### config.mk
export PLATFORM = sky130hd
export DESIGN_NAME = lsu_rmw_flat
export DESIGN_NICKNAME = d
export VERILOG_FILES = /design/src/rtl/lsu_pkg.sv /design/src/rtl/lsu_rmw_if.sv /design/src/rtl/lsu_align.sv /design/src/rtl/lsu_rmw.sv /design/src/flat_wrapper.sv
export SDC_FILE = /design/constraint.sdc
export NUM_CORES = 1
export LEC_CHECK = 0
export CORE_MARGIN = 2
export CORE_UTILIZATION = 51
export DETAILED_ROUTE_END_ITERATION = 6
export PLACE_DENSITY = 0.85
export SYNTH_ARGS = -nofsm -noshare
export SYNTH_HDL_FRONTEND = slang
export SYNTH_SLANG_ARGS = --single-unit
### constraint.sdc
create_clock -name clk -period 4.6 [get_ports clk]
set_clock_uncertainty 0.05 [all_clocks]
set_input_delay 0.92 -clock clk [delete_from_list [all_inputs] [get_ports clk]]
set_output_delay 0.92 -clock clk [all_outputs]
set_load 0.02 [all_outputs]
### src/rtl/lsu_pkg.sv
// Shared definitions for the load/store unit: funct3 codes, FSM states, lane widths
// and the access legality check used at request acceptance.
package lsu_pkg;

    localparam int BYTE_W     = 8;
    localparam int HALF_W     = 16;
    localparam int LANE_SEL_W = 2;

    localparam logic [2:0] F3_B  = 3'b000;
    localparam logic [2:0] F3_H  = 3'b001;
    localparam logic [2:0] F3_W  = 3'b010;
    localparam logic [2:0] F3_BU = 3'b100;
    localparam logic [2:0] F3_HU = 3'b101;

    typedef enum logic [2:0] {
        ST_IDLE   = 3'd0,
        ST_LOAD   = 3'd1,
        ST_RMW_RD = 3'd2,
        ST_WRITE  = 3'd3,
        ST_RESP   = 3'd4
    } lsu_state_e;

    // Illegal codes and misaligned halfword/word accesses both report as errors.
    function automatic logic access_err(input logic                  we,
                                        input logic [2:0]            funct3,
                                        input logic [LANE_SEL_W-1:0] addr_lo);
        logic illegal;
        logic misal;
        illegal = 1'b0;
        misal   = 1'b0;
        case (funct3)
            F3_B:  ;
            F3_H:  misal = addr_lo[0];
            F3_W:  misal = |addr_lo;
            F3_BU: illegal = we;
            F3_HU: begin
                illegal = we;
                misal   = addr_lo[0];
            end
            default: illegal = 1'b1;
        endcase
        return illegal | misal;
    endfunction

endpackage

### src/rtl/lsu_rmw_if.sv
// Core-side request/response handshake plus data RAM port of the load/store unit.
interface lsu_rmw_if;

    logic        req_valid;
    logic        req_ready;
    logic        req_we;
    logic [2:0]  req_funct3;
    logic [31:0] req_addr;
    logic [31:0] req_wdata;

    logic        resp_valid;
    logic [31:0] resp_rdata;
    logic        resp_err;

    logic        MemRead;
    logic        MemWrite;
    logic [31:0] mem_addr;
    logic [31:0] mem_wdata;
    logic [31:0] mem_rdata;

    // A request transfers on a rising edge where req_valid and req_ready are both high;
    // req_ready is high only in IDLE, resp_valid is a single-cycle pulse with no back-pressure.
    modport slave (
        input  req_valid, req_we, req_funct3, req_addr, req_wdata, mem_rdata,
        output req_ready, resp_valid, resp_rdata, resp_err,
               MemRead, MemWrite, mem_addr, mem_wdata
    );

    modport master (
        output req_valid, req_we, req_funct3, req_addr, req_wdata, mem_rdata,
        input  req_ready, resp_valid, resp_rdata, resp_err,
               MemRead, MemWrite, mem_addr, mem_wdata
    );

endinterface

### src/rtl/lsu_align.sv
// Combinational lane logic: load byte/halfword extract with sign/zero extension,
// and byte/halfword merge of store data into a previously read word.
module lsu_align
    import lsu_pkg::*;
(
    input  logic [2:0]            funct3_i,
    input  logic [LANE_SEL_W-1:0] lane_i,
    input  logic [31:0]           load_word_i,
    input  logic [31:0]           merge_word_i,
    input  logic [31:0]           store_data_i,
    output logic [31:0]           load_data_o,
    output logic [31:0]           merged_word_o
);

    logic [BYTE_W-1:0] byte_sel;
    logic [HALF_W-1:0] half_sel;

    always_comb begin
        byte_sel = load_word_i[lane_i*BYTE_W +: BYTE_W];
        half_sel = load_word_i[lane_i[1]*HALF_W +: HALF_W];

        case (funct3_i)
            F3_B:    load_data_o = {{(32-BYTE_W){byte_sel[BYTE_W-1]}}, byte_sel};
            F3_H:    load_data_o = {{(32-HALF_W){half_sel[HALF_W-1]}}, half_sel};
            F3_BU:   load_data_o = {{(32-BYTE_W){1'b0}}, byte_sel};
            F3_HU:   load_data_o = {{(32-HALF_W){1'b0}}, half_sel};
            default: load_data_o = load_word_i;
        endcase

        // Untouched lanes keep the value read during RMW_RD.
        merged_word_o = merge_word_i;
        case (funct3_i)
            F3_B:    merged_word_o[lane_i*BYTE_W +: BYTE_W]    = store_data_i[BYTE_W-1:0];
            F3_H:    merged_word_o[lane_i[1]*HALF_W +: HALF_W] = store_data_i[HALF_W-1:0];
            default: merged_word_o = store_data_i;
        endcase
    end

endmodule

### src/rtl/lsu_rmw.sv
// Load/store unit with read-modify-write for sub-word stores against a word-wide RAM.
// Requests are registered at acceptance; every RAM output comes from state and registers.
module lsu_rmw
    import lsu_pkg::*;
#(
    parameter int ADDR_W = 14
) (
    input  logic       clk,
    input  logic       rst_n,
    lsu_rmw_if.slave   bus,
    output lsu_state_e state_o
);

    lsu_state_e         state_q, state_d;
    logic               we_q;
    logic [2:0]         funct3_q;
    logic [ADDR_W+1:0]  addr_q;
    logic [31:0]        wdata_q;
    logic [31:0]        merge_q;
    logic [31:0]        rdata_q;
    logic               err_q;

    logic               accept;
    logic               req_err;
    logic [31:0]        load_data;
    logic [31:0]        merged_word;

    assign accept  = bus.req_valid && (state_q == ST_IDLE);
    assign req_err = access_err(bus.req_we, bus.req_funct3, bus.req_addr[1:0]);
    assign state_o = state_q;

    lsu_align u_align (
        .funct3_i      (funct3_q),
        .lane_i        (addr_q[1:0]),
        .load_word_i   (bus.mem_rdata),
        .merge_word_i  (merge_q),
        .store_data_i  (wdata_q),
        .load_data_o   (load_data),
        .merged_word_o (merged_word)
    );

    always_ff @(posedge clk) begin
        if (!rst_n) begin
            state_q <= ST_IDLE;
        end else begin
            state_q <= state_d;
        end
    end

    always_comb begin
        state_d = state_q;
        case (state_q)
            ST_IDLE: begin
                if (accept) begin
                    if (req_err)                       state_d = ST_RESP;
                    else if (!bus.req_we)              state_d = ST_LOAD;
                    else if (bus.req_funct3 == F3_W)   state_d = ST_WRITE;
                    else                               state_d = ST_RMW_RD;
                end
            end
            ST_LOAD:   state_d = ST_RESP;
            ST_RMW_RD: state_d = ST_WRITE;
            ST_WRITE:  state_d = ST_RESP;
            ST_RESP:   state_d = ST_IDLE;
            default:   state_d = ST_IDLE;
        endcase
    end

    always_ff @(posedge clk) begin
        if (!rst_n) begin
            we_q     <= 1'b0;
            funct3_q <= '0;
            addr_q   <= '0;
            wdata_q  <= '0;
            merge_q  <= '0;
            rdata_q  <= '0;
            err_q    <= 1'b0;
        end else begin
            if (accept) begin
                we_q     <= bus.req_we;
                funct3_q <= bus.req_funct3;
                addr_q   <= bus.req_addr[ADDR_W+1:0];
                wdata_q  <= bus.req_wdata;
                err_q    <= req_err;
                rdata_q  <= '0;
            end
            if (state_q == ST_LOAD) begin
                rdata_q <= load_data;
            end
            if (state_q == ST_RMW_RD) begin
                merge_q <= bus.mem_rdata;
            end
        end
    end

    always_comb begin
        bus.req_ready  = 1'b0;
        bus.resp_valid = 1'b0;
        bus.resp_rdata = '0;
        bus.resp_err   = 1'b0;
        bus.MemRead    = 1'b0;
        bus.MemWrite   = 1'b0;
        bus.mem_wdata  = '0;
        bus.mem_addr   = 32'(addr_q[ADDR_W+1:2]);
        case (state_q)
            ST_IDLE:            bus.req_ready = 1'b1;
            ST_LOAD, ST_RMW_RD: bus.MemRead   = 1'b1;
            ST_WRITE: begin
                bus.MemWrite  = we_q;
                bus.mem_wdata = merged_word;
            end
            ST_RESP: begin
                bus.resp_valid = 1'b1;
                bus.resp_rdata = rdata_q;
                bus.resp_err   = err_q;
            end
            default: ;
        endcase
    end

endmodule

### src/flat_wrapper.sv
// flat-port wrapper written by rule: the top's interface ports become plain ports
module lsu_rmw_flat import lsu_pkg::*;
#(
    parameter int ADDR_W = 14
)
  (clk, rst_n, state_o, bus_req_valid, bus_req_we, bus_req_funct3, bus_req_addr, bus_req_wdata, bus_mem_rdata, bus_req_ready, bus_resp_valid, bus_resp_rdata, bus_resp_err, bus_MemRead, bus_MemWrite, bus_mem_addr, bus_mem_wdata);
  lsu_rmw_if bus_i ();
  input  logic clk;
  input  logic rst_n;
  output lsu_state_e state_o;
  input wire logic [$bits(bus_i.req_valid)-1:0] bus_req_valid;
  input wire logic [$bits(bus_i.req_we)-1:0] bus_req_we;
  input wire logic [$bits(bus_i.req_funct3)-1:0] bus_req_funct3;
  input wire logic [$bits(bus_i.req_addr)-1:0] bus_req_addr;
  input wire logic [$bits(bus_i.req_wdata)-1:0] bus_req_wdata;
  input wire logic [$bits(bus_i.mem_rdata)-1:0] bus_mem_rdata;
  output wire logic [$bits(bus_i.req_ready)-1:0] bus_req_ready;
  output wire logic [$bits(bus_i.resp_valid)-1:0] bus_resp_valid;
  output wire logic [$bits(bus_i.resp_rdata)-1:0] bus_resp_rdata;
  output wire logic [$bits(bus_i.resp_err)-1:0] bus_resp_err;
  output wire logic [$bits(bus_i.MemRead)-1:0] bus_MemRead;
  output wire logic [$bits(bus_i.MemWrite)-1:0] bus_MemWrite;
  output wire logic [$bits(bus_i.mem_addr)-1:0] bus_mem_addr;
  output wire logic [$bits(bus_i.mem_wdata)-1:0] bus_mem_wdata;
  assign bus_i.req_valid = bus_req_valid;
  assign bus_i.req_we = bus_req_we;
  assign bus_i.req_funct3 = bus_req_funct3;
  assign bus_i.req_addr = bus_req_addr;
  assign bus_i.req_wdata = bus_req_wdata;
  assign bus_i.mem_rdata = bus_mem_rdata;
  assign bus_req_ready = bus_i.req_ready;
  assign bus_resp_valid = bus_i.resp_valid;
  assign bus_resp_rdata = bus_i.resp_rdata;
  assign bus_resp_err = bus_i.resp_err;
  assign bus_MemRead = bus_i.MemRead;
  assign bus_MemWrite = bus_i.MemWrite;
  assign bus_mem_addr = bus_i.mem_addr;
  assign bus_mem_wdata = bus_i.mem_wdata;
  lsu_rmw #(.ADDR_W(ADDR_W)) u_core (.clk(clk), .rst_n(rst_n), .bus(bus_i), .state_o(state_o));
endmodule
==> summary.md <==
| Metric | Value |
|---|---|
| Initial DRC count | 582 |
| Root Buffer | clkbuf_16 |
| Mapped cell area | 6470 um2 |
| Crit start category | flop |
| Wire length of the first global-routing pass | 29.7 mm |
| Main combinational cell family by area after synthesis | compound AO/OA/AOI/OAI gates |
| Power per cell area | 349 nW/um2 |
| Top-Level Pins | 207 |
| Fin Hold WS | 0.389 ns |
| Post-synthesis compound-gate area fraction | 0.277 |
| Area growth, synth to finish | 33.9% |
| Die H | 117 um |
| Leakage | 3.05 nW |
| Status | completed |
| First drt pass iteration count | 6 |
| DPL Wire Length | 13.4 mm |
| Mux share of post-synthesis cell area | 0.00851 |
| Max-cap viol count | 0 |
| Sum of negative setup slack | 0 ns |
| RSZ-0062 raised after global routing | no |
| Synthesis-stage register bit count | 120 |
| Starting Density | 0.517 |
| Clk slew on worst S/H paths | 0.05 ns |
| Routed wire length | 18.8 mm |
| Period Utilization, post-route | 0.936 |
| Register Area | 2400 um2 |
| Num rows | 41 |
| Routability Congestion | 0.932 |
| Slew HR | 0.162 |
| Share of the synthesized area in the top cell type | 0.371 |
| Core Region | 12500 um2 |
| Max Slew Vio Count | 0 |
| Synth Area in XOR/XNOR | 0.00135 |
| Antenna Nets Post-Route | 0 |
| Sink Count | 120 |
| Layout cells sized above 1 | 0.0680 |
| Adder-Cell Fraction of Synth Area | 0.00967 |
| Total Routing Usage GR | 0.284 |
| Cell Count, Final, Fillers Out | 1099 |
| PnR worst setup slack | 0.293 ns |
| Final hold violation count | 0 |
| CTS Hold Bufs | 0 |
| VDD IR max | 0.335 mV |
| Antenna cells | 0 |
| Asr flop ratio synth | 0 |
| Vias in the first global route | 5711 |
| Commonest cells post-synth | nand2_1, dfxtp_1, a21boi_0 |
| Largest net degree at the start of global routing | 53 |
| Clock buffer depth | 2 |
| Worst EP required | 3.63 ns |
| Critical path endpoint category | output pin |
| Drt wl/cell | 17.1 um |
| Multi-input gate area | 3570 um2 |
| Seq/Total Area, Yosys | 0.371 |
| Die X | 117 um |
| Initial antenna violation count | 0 |
| Syn Inst Count | 790 |
| Filler Cells Inserted | 1033 |
| Clk_lat worst skew | 0.42 ns |
| Dpl ws | 0.788 ns |
| Die footprint | 13600 um2 |
| Synthesis Warnings | 0 |
| Netlist cell types | 56 |
| Measured slew at the worst slew-check pin | 1.26 ns |
| Largest area contributor in the netlist | dfxtp_1 |
| H-tree depth | 4 |
| Crit path DAT | 3.34 ns |
| Inst Count DP | 1067 |
| Post-synth EDFFs | 0 |
| Max Clk Rate | 232 MHz |
| WS Path Type | flop to output pin |
| Worst Path Max Fanout | 17 |
| Hold WC Path Type | flop to flop |
| Tmin final | 4.31 ns |
| Count leader, synth | nand2_1 |
| Final setup viols | 0 |
| Post-Synth Simple-Gate Area | 0.243 |
| Leading post-synthesis cells by cell area | dfxtp_1, nand2_1, a21boi_0 |
| Total number of vias | 6074 |
| Syn_area_per_cell | 8.19 um2 |
| Remaining Overflow, GRT | 0 |
| Total CTS buffers | 17 |
| PortBufs | 172 |
| Post CTS Setup Buffer Count | 0 |
| Top FF cell, synth | dfxtp_1 |
| Remaining routing DRC violations | 0 |
| Post-cts resize count | 0 |
| Via density per instance | 5.53 |
| CTS tree | yes |
| Nets | 1022 |
-- placed cells by master, fill, tap and decap left out, types with 15 or more instances in the layout --
cell and n:
inv_1 15, nor2_1 24, and2_1 40, a21boi_0 85
dfxtp_1 119, nand2b_1 25, conb_1 18, clkdlybuf4s50_1 171
clkbuf_16 17, o22ai_1 19, nand2_1 191, o21ai_0 20
a22o_1 25
-- final timing paths --
check,from,end,slack [ns],cells after the start
max,u_core.addr_q[0],bus_mem_wdata[31],0.29,6
max reg2reg,u_core.state_o[0],u_core.wdata_q[26],2.35,5
min,u_core.rdata_q[3],u_core.rdata_q[3],0.39,2
min reg2reg,u_core.rdata_q[3],u_core.rdata_q[3],0.39,2
-- state kept, by name, indices dropped and copies added, names as in the netlist --
| signal | count |
|---|---|
| u_core.funct3_q | 3 |
| u_core.wdata_q | 32 |
| u_core.merge_q | 32 |
| u_core.err_q | 1 |
| u_core.rdata_q | 32 |
| u_core.we_q | 1 |
| u_core.state_o | 3 |
| u_core.addr_q | 16 |
-- critical path, stage by stage (launching register included) --
cell and delay [ns]:
dfxtp_1 0.67, inv_1 0.18, ha_1 0.28, or3b_1 0.49, nor4_4 0.40, a221o_1 0.27, clkdlybuf4s50_1 0.62
-- stage by stage --
stage                util  area (um2)  total power, W
detailed placement  0.641        8020         0.00159
global placement    0.641        8020         0.00158
finish              0.692        8660         0.00302
CTS                 0.692        8660         0.00302
global route        0.692        8660         0.00312
floorplan               -        6530         0.00144
-- layout make-up --
cell class              count  share of cell area
well taps                 172              0.0248
clock inverters            13              0.0230
repair buffers            180               0.205
multi-input cells         580               0.412
inverters                  15             0.00650
flip-flops and latches    120               0.277
clock buffers              19              0.0511
-- where the power goes --
part / switching, W / internal [W] / total (W)
clock network: 0.000475 / 0.000970 / 0.00145
logic: 0.000241 / 0.000187 / 0.000428
registers: 0.0000582 / 0.00109 / 0.00115
-- cell families after synthesis --
logic type,Yosys count
muxes,4
and+or+nand+nor,316
adders and majority gates,5
DFF,120
xor gates and xnor gates,1
AOI/OAI and AO/OA,236
other,1
buffers and inverters,107
-- metal layers --
| layer | GRT usage | routed length [um] |
|---|---|---|
| met1 | 0.378 | 8400 |
| met2 | 0.440 | 8530 |
| met3 | 0.0675 | 1350 |
| met4 | 0.122 | 523 |
| met5 | 0 | 0 |
Note: power is estimated with default switching activity, not from simulation.
